==> config.mk <==
export PLATFORM = sky130hd
export DESIGN_NAME = arb_req_source
export DESIGN_NICKNAME = d
export VERILOG_FILES = /design/src/rtl/arb_req_source.sv
export SDC_FILE = /design/constraint.sdc
export NUM_CORES = 1
export LEC_CHECK = 0
export ABC_CLOCK_PERIOD_IN_PS = 4700
export BUFFER_PORTS_ARGS = -buffer_cell sky130_fd_sc_hd__buf_4
export CORE_ASPECT_RATIO = 0.6
export CORE_MARGIN = 5
export CORE_UTILIZATION = 55
export CTS_CLUSTER_SIZE = 16
export DETAILED_ROUTE_END_ITERATION = 8
export PLACE_DENSITY = 0.72
export RECOVER_POWER = 25
export SETUP_SLACK_MARGIN = 0.5
export SYNTH_ARGS = -nofsm -noshare
export SYNTH_HDL_FRONTEND = slang
export SYNTH_SLANG_ARGS = --single-unit
==> constraint.sdc <==
create_clock -name clk -period 4.7 [get_ports clk]
set_clock_uncertainty 0.1 [all_clocks]
set_input_delay 0 -clock clk [delete_from_list [all_inputs] [get_ports clk]]
set_output_delay 0 -clock clk [all_outputs]
set_load 0.02 [all_outputs]
==> src/rtl/arb_req_source.sv <==
// arb_req_source
// Requester-side front end for a rotating-priority arbiter. Each client
// pushes transactions into its own small FIFO. The block raises req[i] while
// client i still has an entry that is not already being popped. When the
// registered one-hot gnt[] selects a client, that client's head entry is popped
// and presented, tagged with the client index, on one shared registered bus.
//
// Ports:
//   clk, rst   rising-edge clock, synchronous active-high reset
//   in_valid   per-client push request
//   in_ready   per-client "FIFO not full"
//   in_data    client i payload at [i*DATA_W +: DATA_W]
//   req        per-client request to the arbiter
//   gnt        registered grant from the arbiter (one-hot or zero)
//   out_valid  shared output bus carries a transaction this cycle
//   out_id     index of the client that produced out_data
//   out_data   popped payload
//   err        sticky protocol error (multi-bit grant or grant to an empty FIFO)
module arb_req_source #(
  parameter int N_CLIENTS = 8,
  parameter int DATA_W    = 8,
  parameter int DEPTH     = 4
) (
  input  logic                          clk,
  input  logic                          rst,
  input  logic [N_CLIENTS-1:0]          in_valid,
  output logic [N_CLIENTS-1:0]          in_ready,
  input  logic [N_CLIENTS*DATA_W-1:0]   in_data,
  output logic [N_CLIENTS-1:0]          req,
  input  logic [N_CLIENTS-1:0]          gnt,
  output logic                          out_valid,
  output logic [$clog2(N_CLIENTS)-1:0]  out_id,
  output logic [DATA_W-1:0]             out_data,
  output logic                          err
);

  localparam int ID_W  = $clog2(N_CLIENTS);
  localparam int PTR_W = $clog2(DEPTH);
  localparam int CNT_W = PTR_W + 1;

  logic [CNT_W-1:0]  count_q  [N_CLIENTS];
  logic [CNT_W-1:0]  count_d  [N_CLIENTS];
  logic [PTR_W-1:0]  wr_ptr_q [N_CLIENTS];
  logic [PTR_W-1:0]  wr_ptr_d [N_CLIENTS];
  logic [PTR_W-1:0]  rd_ptr_q [N_CLIENTS];
  logic [PTR_W-1:0]  rd_ptr_d [N_CLIENTS];
  logic [DATA_W-1:0] mem_q    [N_CLIENTS][DEPTH];
  logic [DATA_W-1:0] mem_d    [N_CLIENTS][DEPTH];

  logic              out_valid_q, out_valid_d;
  logic [ID_W-1:0]   out_id_q,    out_id_d;
  logic [DATA_W-1:0] out_data_q,  out_data_d;
  logic              err_q,       err_d;

  logic [N_CLIENTS-1:0] push;
  logic [N_CLIENTS-1:0] pop;
  logic                 gnt_multi;
  logic                 gnt_one;
  logic                 gnt_empty;

  // Grant decode and handshake signals. x & (x-1) clears the lowest set
  // bit, so it is non-zero exactly when more than one grant bit is set.
  // req excludes the entry being popped this cycle, so the arbiter can never
  // grant a FIFO that will be empty when that grant arrives.
  always_comb begin
    gnt_multi = (gnt & (gnt - N_CLIENTS'(1))) != '0;
    gnt_one   = (gnt != '0) && !gnt_multi;
    gnt_empty = 1'b0;
    push      = '0;
    pop       = '0;
    in_ready  = '0;
    req       = '0;
    for (int i = 0; i < N_CLIENTS; i++) begin
      in_ready[i] = (count_q[i] != CNT_W'(DEPTH));
      push[i]     = in_valid[i] & in_ready[i];
      pop[i]      = gnt_one & gnt[i] & (count_q[i] != '0);
      if (gnt_one && gnt[i] && (count_q[i] == '0)) begin
        gnt_empty = 1'b1;
      end
      req[i] = (count_q[i] - CNT_W'(pop[i])) != '0;
    end
  end

  // FIFO bookkeeping and the registered output stage. Only one client can
  // pop per cycle because pops require a one-hot grant.
  always_comb begin
    mem_d       = mem_q;
    out_valid_d = 1'b0;
    out_id_d    = out_id_q;
    out_data_d  = out_data_q;
    err_d       = err_q | gnt_multi | gnt_empty;
    for (int i = 0; i < N_CLIENTS; i++) begin
      count_d[i]  = count_q[i];
      wr_ptr_d[i] = wr_ptr_q[i];
      rd_ptr_d[i] = rd_ptr_q[i];
      if (push[i]) begin
        mem_d[i][wr_ptr_q[i]] = in_data[i*DATA_W +: DATA_W];
        wr_ptr_d[i]           = wr_ptr_q[i] + PTR_W'(1);
      end
      if (pop[i]) begin
        rd_ptr_d[i] = rd_ptr_q[i] + PTR_W'(1);
        out_valid_d = 1'b1;
        out_id_d    = ID_W'(i);
        out_data_d  = mem_q[i][rd_ptr_q[i]];
      end
      case ({push[i], pop[i]})
        2'b10:   count_d[i] = count_q[i] + CNT_W'(1);
        2'b01:   count_d[i] = count_q[i] - CNT_W'(1);
        default: count_d[i] = count_q[i];
      endcase
    end
  end

  // Control state; reset wins over any push or grant in the same cycle.
  always_ff @(posedge clk) begin
    if (rst) begin
      for (int i = 0; i < N_CLIENTS; i++) begin
        count_q[i]  <= '0;
        wr_ptr_q[i] <= '0;
        rd_ptr_q[i] <= '0;
      end
      out_valid_q <= 1'b0;
      out_id_q    <= '0;
      out_data_q  <= '0;
      err_q       <= 1'b0;
    end else begin
      for (int i = 0; i < N_CLIENTS; i++) begin
        count_q[i]  <= count_d[i];
        wr_ptr_q[i] <= wr_ptr_d[i];
        rd_ptr_q[i] <= rd_ptr_d[i];
      end
      out_valid_q <= out_valid_d;
      out_id_q    <= out_id_d;
      out_data_q  <= out_data_d;
      err_q       <= err_d;
    end
  end

  // Payload storage needs no reset: a slot is only read after being written.
  always_ff @(posedge clk) begin
    mem_q <= mem_d;
  end

  assign out_valid = out_valid_q;
  assign out_id    = out_id_q;
  assign out_data  = out_data_q;
  assign err       = err_q;

endmodule

==> flow_summary.yaml, run 1 <==
run:
  cap_violations: 0
clock_tree:
  path_clk_slew_ns: 0.07
  htreeDepth: 1
  cts_buffer_depth: 3
  cts-buffers-inserted: 30
  cts_tree: "done"
  cts_sinks: 325
  cts_setup_buffers: 0
  clk-insertion-delay-late_ns: 0.56
  root_buffer: "clkbuf_16"
sta:
  rsz0062_at_grt: "false"
  fmax_mhz: 306.2
  hold_viol: 0
  fin_crit_sh: 0.6949
  setup_viol: 0
  slew_viol_final: 0
  tns_ns: 0
  worst_pin_slew_ns: 0.8137
  holdWs_ns: 0.08552
  relSlewSlack: 0.4555
  period_needed_ns: 3.266
synth:
  syn-mean-instance-area_um2: 15.08
  synth.net_count: 1065
  netlist_area_mm2: 0.01398
  synthArstFlopShare: 0
  ys_ff_latch: 325
  yosysWarnings: 0
  ys_seq_area_frac: 0.6488
  synth_ff_type: "edfxtp_1"
  ys_types: 62
  syn_inst: 927
  synth-edff-count: 256
worst_setup_path:
  crit_chain: "dlygate4sd3_1 > buf_4 > or4_4 > nand3_1 > nor2_1 > nor2_1 > nor2_1 > ha_1 > xnor2_1 > nand3_1 > buf_4"
  rrSetupSlack_ns: 1.49
  worstPathRequired_ns: 4.60
  cp_num_buf_inv: 3
  crit_type: "input pin to primary output"
  worst-endpoint-arrival_ns: 3.17
  endpoint_kind: "primary output"
  cpMostUsedCell: "nor2_1"
  cp_max_fo: 11
  reg2reg_from: "count_q[0][11]"
  critical_path.slowest_cell: "nor2_1"
  crit_family: "simple AND/OR/NAND/NOR gates"
  rr_endpoint: "count_q[0][11]"
  worstRegToRegCells: 10
  crit_path_start_kind: "input pin"
  crit_path_max_incr_delay_ns: 0.64
layout:
  layout_commonest_cell: "edfxtp_1"
  regArea_mm2: 0.009069
  fill_cells: 1768
  diodes: 0
  final_util: 0.6712
  design_area_mm2: 0.01689
  layout-drive-gt1-share: 0.1684
  layout_common_cells: "256 x edfxtp_1, 91 x dlygate4sd3_1, 73 x nor2_1, 69 x dfxtp_1, 69 x buf_4"
  layout.nets: 1266
  multi_input_area_mm2: 0.004569
  area.growth.synth_to_final_pct: 20.86
global_routing:
  grt_pass1_wl_um: 48140
  grt.total_usage: 0.2154
  grt_util_met2: 0.3209
  met3_usage: 0.04383
  first_global_vias: 8432
  grt.met1_usage: 0.3313
  grt_overflow: 0
  grt.busiest_layer: "met1"
  grt_max_degree: 71
  grt_antenna_before_repair: 0
die:
  core_area_mm2: 0.02517
  ios: 111
  die_y_um: 133.5
  num_rows: 45
  die_x_um: 215.8
  die_area_mm2: 0.02881
  start_util: 0.5554
power_and_ir_drop:
  cellPowerDensity_mw_per_mm2: 384.8
  total_power_mw: 6.501
  power_leakage_nw: 5.945
  peakVddDrop_uv: 214.0
detailed_routing:
  first_pass_iters: 5
  drt-initial-drc-count: 803
  route.detailed.drc: 0
  ant_nets: 0
  vias: 8472
  wl_um: 30810
  viasPerCell: 5.720
  wire_per_inst_um: 20.80
worst_hold_path:
  hold_start: "in_data[44]"
  hp-class: "input pin to register"
  worstHoldEndpoint: "mem_q[76]"
  worstHoldPathCells: 2
run_status:
  status: "finished clean"
placement:
  port-buffer-count: 110
  dpl_cell_area_mm2: 0.01507
  dp_hpwl_um: 21390
  gp_congestion: 0.9506
[metal layers]
layer,wire length (um),share of wire,vias up
met5,0,0,-
met4,739,0.024,0
met3,2006,0.065,53
met2,13470,0.44,262
met1,14590,0.47,4244
li1,-,-,3913
[flip-flops by register name, summed over array words and instances, names as in the netlist]
register / cells
mem_q: 256
count_q: 24
rd_ptr_q: 16
wr_ptr_q: 16
out_data: 8
out_id: 3
err: 1
out_valid: 1
[cells in the mapped netlist (2+ instances only)]
| library cell | number | area share |
|---|---|---|
| a32oi_1 | 2 | 0.0013 |
| xnor2_1 | 24 | 0.015 |
| a21oi_1 | 36 | 0.013 |
| fa_1 | 8 | 0.011 |
| o211ai_1 | 4 | 0.0021 |
| dfxtp_1 | 69 | 0.099 |
| o22ai_1 | 6 | 0.0027 |
| mux4_2 | 64 | 0.10 |
| a31oi_1 | 6 | 0.0027 |
| mux2i_1 | 5 | 0.0036 |
| nor3_1 | 14 | 0.0050 |
| a311oi_1 | 2 | 0.0013 |
| or3_1 | 12 | 0.0054 |
| nand2b_1 | 5 | 0.0022 |
| edfxtp_1 | 256 | 0.55 |
| o31ai_1 | 3 | 0.0016 |
| buf_1 | 12 | 0.0032 |
| nand3_1 | 20 | 0.0072 |
| nand2_1 | 46 | 0.012 |
| nor4_1 | 2 | 0.00089 |
| buf_2 | 8 | 0.0029 |
| and3_1 | 32 | 0.014 |
| clkbuf_1 | 10 | 0.0027 |
| ha_1 | 48 | 0.043 |
| o22a_1 | 7 | 0.0044 |
| a211oi_1 | 5 | 0.0027 |
| nor2_1 | 73 | 0.020 |
| o21ai_0 | 21 | 0.0075 |
| nor2b_1 | 5 | 0.0022 |
| a22oi_1 | 3 | 0.0016 |
| xor2_1 | 24 | 0.015 |
| and2_1 | 9 | 0.0040 |
| or2_2 | 2 | 0.00089 |
| inv_1 | 53 | 0.014 |
| a22o_1 | 3 | 0.0019 |
| a2111o_1 | 2 | 0.0016 |
[report_power, final]
group | internal (mW) | switching (mW)
combinational | 0.253 | 0.349
clock | 1.53 | 1.07
sequential | 3.25 | 0.0568
[repair_timing]
item | CTS | global route
hold endpoints to repair | 580 | 0
hold buffers | 91 | 0
gates resized for setup | 0 | 0
[worst max-delay path by stage]
stage / startpoint / endpoint / cells past startpoint
6_report: gnt[4] / req[0] / 11
5_1_grt: gnt[4] / count_q[0][2] / 13
4_1_cts: gnt[4] / count_q[0][2] / 13
3_5_place_dp: gnt[4] / count_q[0][8] / 11
3_3_place_gp: gnt[4] / count_q[1][2] / 12
2_1_floorplan: count_q[0][11] / count_q[0][11] / 11
[metrics by stage]
stage,setup slack (ns),std cells
floorplan,1.891,927
global placement,1.609,1334
detailed placement,1.461,1334
CTS,1.470,1481
global route,1.234,1481
finish,1.434,1481
[cell families (layout without fill, tap and decap cells)]
group	after synthesis	after routing	synth area share
AOI/OAI and AO/OA	116	116	0.05684
xor gates and xnor gates	48	48	0.03007
adders and majority gates	56	56	0.05442
buffers and inverters	85	310	0.02435
DFF	325	325	0.6488
muxes	69	69	0.1067
and+or+nand+nor	228	228	0.07886
[final cells by class]
type                    instances  share of cell area
flip-flops and latches        325              0.5368
clock buffers                  38             0.04925
repair buffers                201             0.09369
clock inverters                18             0.01363
multi-input cells             517              0.2705
inverters                      53             0.01178
well taps                     329             0.02437
No activity file was read; power rests on OpenSTA's default activity.
==> run 2: changes to the inputs <==
ABC_AREA = 1   (was default)
ABC_CLOCK_PERIOD_IN_PS = 3270   (was 4700)
clock period = 3.27 ns   (was 4.7 ns; I/O delays follow)
==> flow_summary.yaml, run 2 <==
synth:
  syn-mean-instance-area_um2: 10.87
  yosysMostFrequentCell: "edfxtp_1"
  synthMuxAreaShare: 0
  yosysWarnings: 0
  netlist_area_mm2: 0.01400
  synth_compound_gate_area_share: 0.1345
  synth-simple-area-share: 0.1147
  synth_common_cells: "256 x edfxtp_1, 206 x nor2_1, 180 x o21ai_0, 130 x inv_1, 115 x nand2_1"
  synthArstFlopShare: 0
  synth_ff_type: "edfxtp_1"
  synthAdderAreaFrac: 0.05433
  synth_top_family_by_area: "compound AO/OA/AOI/OAI gates"
  synth_top_area_frac: 0.5490
  synth_area_leader_cell: "edfxtp_1"
  ys_ff_latch: 325
  ys_seq_area_frac: 0.6477
  synth.net_count: 1426
  ys_types: 36
  synthTopCellsByArea: "edfxtp_1 55%, dfxtp_1 9.9%, o21ai_0 6.4%"
  synth-edff-count: 256
  syn_inst: 1288
  synthXorXnorAreaFrac: 0
global_routing:
  grt_antenna_before_repair: 0
  grt_pass1_wl_um: 52090
  grt.total_usage: 0.2262
  grt_overflow: 0
  grt_max_degree: 26
  first_global_vias: 9634
detailed_routing:
  first_pass_iters: 7
  drt-initial-drc-count: 825
  wl_met3_um: 2410
  wire_per_inst_um: 18.00
  ant_nets: 0
  drt-met1-wl_um: 15660
  route.detailed.drc: 0
  viasPerCell: 5.461
  vias: 10076
  wl_um: 33210
  top_layer: "met4"
  met2_length_um: 14400
worst_setup_path:
  worstPathRequired_ns: 3.17
  cp_max_fo: 11
  endpoint_kind: "primary output"
  crit_path_start_kind: "register"
  worst-endpoint-arrival_ns: 2.55
  crit_type: "register to primary output"
die:
  start_util: 0.5564
  core_area_mm2: 0.02517
  num_rows: 45
  die_y_um: 133.6
  die_area_mm2: 0.02885
  die_x_um: 216.0
  ios: 111
layout:
  layout_common_cells: "256 x edfxtp_1, 206 x nor2_1, 180 x o21ai_0, 130 x inv_1, 115 x nand2_1"
  diodes: 0
  largest_register: "mem_q"
  largest_reg_flops: 256
  layout_commonest_cell: "edfxtp_1"
  layout.nets: 1631
  area.growth.synth_to_final_pct: 20.76
  largestRegisters: "mem_q x256, count_q x24"
  layout-drive-gt1-share: 0.1016
clock_tree:
  htreeDepth: 1
  cts_buffer_depth: 3
  clk-insertion-delay-late_ns: 0.56
  cts-buffers-inserted: 29
  cts_tree: "done"
  path_clk_slew_ns: 0.07
  root_buffer: "clkbuf_16"
  cts_sinks: 325
power_and_ir_drop:
  power_leakage_nw: 6.397
  power_frac_comb: 0.079
  peakVddDrop_uv: 384.2
  clkPwrFrac: 0.391
  cellPowerDensity_mw_per_mm2: 525.7
  switching_share: 0.2216
  p_int_mw: 6.919
  pwr-share-seq: 0.530
  total_power_mw: 8.888
  p_switching_mw: 1.969
sta:
  period_needed_ns: 2.651
  fin_crit_sh: 0.8108
  setup_slack_ns: 0.6187
  hold_viol: 0
  rsz0062_at_grt: "false"
  tns_ns: 0
  fmax_mhz: 377.2
  relSlewSlack: 0.4144
  slew_viol_final: 0
  setup_viol: 0
  worst_pin_slew_ns: 0.8751
run:
  cap_violations: 0
placement:
  dp_hpwl_um: 22850
  gp_congestion: 0.8405
  place_ws_ns: 0.4184
  port-buffer-count: 110
worst_hold_path:
  hp-class: "input pin to register"
run_status:
  status: "finished clean"
## run 2: cell types whose count changed in the layout (fill, tap and decap cells not counted), sizes merged, moves of 15 or more
cell / delta
nand3: +16
inv: +83
nand2: +73
nor2: +135
mux4: -64
a21oi: +36
o22ai: +35
buf: +21
o21ai: +159
o221ai: +15
and3: -32
xor2: -24
xnor2: -24
## run 2: cell type report
type / instances / area [um2]
Fill cell: 1918 / 8259
Multi-Input combinational cell: 783 / 4255
Sequential cell: 325 / 9070
Inverter: 137 / 515.5
Tap cell: 329 / 411.6
Clock buffer: 46 / 879.6
Clock inverter: 8 / 98.84
Timing Repair Buffer: 217 / 1678
## run 2: routing by layer
layer | vias up | track usage
met1 | 4752 | 0.3414
met2 | 330 | 0.3376
met3 | 53 | 0.05110
met4 | 0 | 0.05189
met5 | - | 0
li1 | 4941 | -
## run 2: worst max-delay path, cell delays in order (launching register included)
cell,delay (ns)
dfxtp_1,0.34
nor3_2,0.31
inv_1,0.07
nand3_1,0.08
buf_4,0.20
inv_1,0.08
buf_4,0.19
ha_1,0.29
nand3_1,0.07
o21bai_1,0.19
buf_4,0.18
## run 2: timing repair
item / in CTS / in global routing
hold buffers: 84 / 0
endpoints found under the setup margin: 0 / 5
gates resized for setup: 0 / 2
setup buffers: 0 / 6
hold endpoints to repair: 304 / 0
## run 2: cells by family after synthesis
group | Yosys count
AO/OA/AOI/OAI | 339
AND/OR/NAND/NOR | 388
adder cells (fa/ha/maj) | 56
buffers and inverters | 180
flip-flops | 325
## run 2: path summary, 6_finish.rpt
path	startpoint	to	slack, ns	cells after the start
max	count_q[1][11]	req[7]	0.62	10
min	in_data[59]	mem_q[3]	0.1	2
max reg2reg	count_q[1][8]	count_q[1][8]	0.79	10
min reg2reg	out_data[7]	out_data[7]	0.36	2
## run 2: power by group through the flow
| stage | combinational (mW) | sequential, mW | clock [mW] |
|---|---|---|---|
| 2_1_floorplan | 0.349 | 4.79 | 0 |
| 3_3_place_gp | 0.622 | 4.80 | 0 |
| 3_5_place_dp | 0.635 | 4.80 | 0 |
| 4_1_cts | 0.720 | 4.71 | 3.51 |
| 5_1_grt | 0.781 | 4.73 | 3.71 |
| 6_report | 0.699 | 4.71 | 3.48 |
## run 2: stage by stage
step | hold slack, ns | cell area [um2] | std cells | utilization
3_5_place_dp | 0.1017 | 15200 | 1701 | 0.6039
5_1_grt | 0.1059 | 16910 | 1845 | 0.6718
4_1_cts | 0.05707 | 17020 | 1839 | 0.6762
2_1_floorplan | -0.02756 | 14000 | 1288 | -
6_report | 0.09813 | 16910 | 1845 | 0.6718
3_3_place_gp | 0.1029 | 15200 | 1701 | 0.6039
==> run 3: changes to the inputs <==
ABC_CLOCK_PERIOD_IN_PS = 2550   (was 3270)
clock period = 2.55 ns   (was 3.27 ns; I/O delays follow)
==> flow_summary.yaml, run 3 (same netlist as run 2, synthesis figures left out) <==
placement:
  port-buffer-count: 110
  gp_congestion: 0.8799
  place_ws_ns: 0.03382
  dp_hpwl_um: 24180
  dpl_cell_area_mm2: 0.01569
die:
  die_area_mm2: 0.02885
  start_util: 0.5564
  core_area_mm2: 0.02517
  ios: 111
  die_y_um: 133.6
  num_rows: 45
  die_x_um: 216.0
clock_tree:
  clk-insertion-delay-late_ns: 0.55
  root_buffer: "clkbuf_16"
  cts-buffers-inserted: 29
  cts_buffer_depth: 3
  cts_sinks: 325
  cts_tree: "done"
  path_clk_slew_ns: 0.07
  htreeDepth: 1
worst_setup_path:
  crit_path_start_kind: "register"
  crit_type: "register to primary output"
  crit_family: "buffers and inverters"
  crit_chain: "nor3_4 > inv_1 > nand3_2 > inv_2 > buf_6 > ha_4 > nand3_2 > o21bai_4 > buf_6"
  crit_path_max_incr_delay_ns: 0.36
  worstPathRequired_ns: 2.45
  cp_num_buf_inv: 4
  cp_max_fo: 3
  worst-endpoint-arrival_ns: 2.07
  endpoint_kind: "primary output"
  critical_path.slowest_cell: "dfxtp_4"
layout:
  layout_common_cells: "256 x edfxtp_1, 202 x nor2_1, 174 x buf_4, 159 x o21ai_0, 98 x nand2_1"
  diodes: 0
  design_area_mm2: 0.01840
  largestRegisters: "mem_q x256, count_q x24"
  layout-drive-gt1-share: 0.2438
  layout.nets: 1728
  area.growth.synth_to_final_pct: 31.43
  largest_register: "mem_q"
  largest_reg_flops: 256
  layout_commonest_cell: "edfxtp_1"
power_and_ir_drop:
  power_leakage_nw: 6.966
  switching_share: 0.2268
  pwr-share-seq: 0.524
  cellPowerDensity_mw_per_mm2: 628.8
  power_frac_comb: 0.098
  peakVddDrop_uv: 489.6
  p_int_mw: 8.948
  clkPwrFrac: 0.378
  p_switching_mw: 2.625
sta:
  relSlewSlack: 0.4937
  tns_ns: 0
  period_needed_ns: 2.169
  setup_viol: 0
  holdWs_ns: 0.04024
  hold_viol: 0
  slew_viol_final: 0
  worst_pin_slew_ns: 0.7567
  fin_crit_sh: 0.8507
  rsz0062_at_grt: "true"
  setup_slack_ns: 0.3806
  fmax_mhz: 461.0
worst_hold_path:
  hp-class: "input pin to register"
global_routing:
  grt_antenna_before_repair: 2
  grt_overflow: 0
  first_global_vias: 10192
  grt_max_degree: 49
  grt.total_usage: 0.2407
  grt_pass1_wl_um: 55200
run:
  cap_violations: 0
detailed_routing:
  ant_nets: 0
  wire_per_inst_um: 18.88
  route.detailed.drc: 0
  first_pass_iters: 5
  viasPerCell: 5.591
  vias: 10853
  wl_um: 36650
  drt-initial-drc-count: 1163
run_status:
  status: "finished clean"
run 3: cell count changes in the layout (fill, tap and decap cells not counted), sizes merged:
cell         previous run  this run
inv                   136       130
buf                    90       191
clkinv                  6        12
bufinv                  2         4
clkinvlp                1         7
clkbuf                 89        79
dlygate4sd3            84        81
run 3: stage by stage:
step           total power [mW]  std cells  utilization
2_1_floorplan             6.609       1288            -
3_3_place_gp              7.021       1744       0.6233
3_5_place_dp              7.051       1744       0.6233
4_1_cts                   11.58       1904       0.7156
5_1_grt                   11.96       1941       0.7312
6_report                  11.57       1941       0.7312
run 3: power groups by stage:
stage | Clock, mW | Combinational [mW] | Sequential, mW
final | 4.38 | 1.14 | 6.06
after global routing | 4.65 | 1.24 | 6.07
after CTS | 4.41 | 1.10 | 6.06
after detailed placement | 0 | 0.893 | 6.16
after global placement | 0 | 0.870 | 6.15
after floorplan | 0 | 0.467 | 6.14
run 3: final cells by class:
cell class                 count  area (um2)
clock buffer                  38       759.5
clock inverter                15       171.4
fill                        1696        6765
inverter                     137       571.8
multi-input combinational    783        4901
sequential                   325        9126
tap                          329       411.6
timing repair buffer         313        2456
timing repair inverter         1       5.005
run 3: worst paths after layout:
path | startpoint | end | slack (ns) | cells past startpoint
setup reg to reg | count_q[0][8] | out_data[1] | 0.45 | 13
setup / recovery | count_q[1][10] | req[7] | 0.38 | 9
hold / removal | gnt[5] | rd_ptr_q[1][2] | 0.04 | 6
hold reg to reg | out_data[3] | out_data[3] | 0.37 | 2
run 3: what timing repair did:
item,in CTS,in global routing
pin swaps,22,25
setup buffers,26,36
hold endpoints to repair,460,0
cloned,0,1
hold buffers,81,0
setup endpoints to repair,31,32
resized for setup,101,80
run 3: per-layer routing:
| metal | wire length [um] | global-route usage |
|---|---|---|
| met2 | 16080 | 0.3656 |
| met5 | 21 | 0 |
| met3 | 3339 | 0.05110 |
| met1 | 16450 | 0.3648 |
| met4 | 755 | 0.04589 |
run 3: worst register-to-register path, cell delays in order (launching register included):
cell and delay, ns:
dfxtp_4 0.36, nor3_4 0.21, inv_2 0.08, nand3_4 0.09
buf_4 0.16, buf_4 0.16, nand2_1 0.11, nor2_2 0.19
nand2_2 0.11, inv_1 0.09, nand2_1 0.06, inv_2 0.16
nand2_1 0.06, o21ai_1 0.08
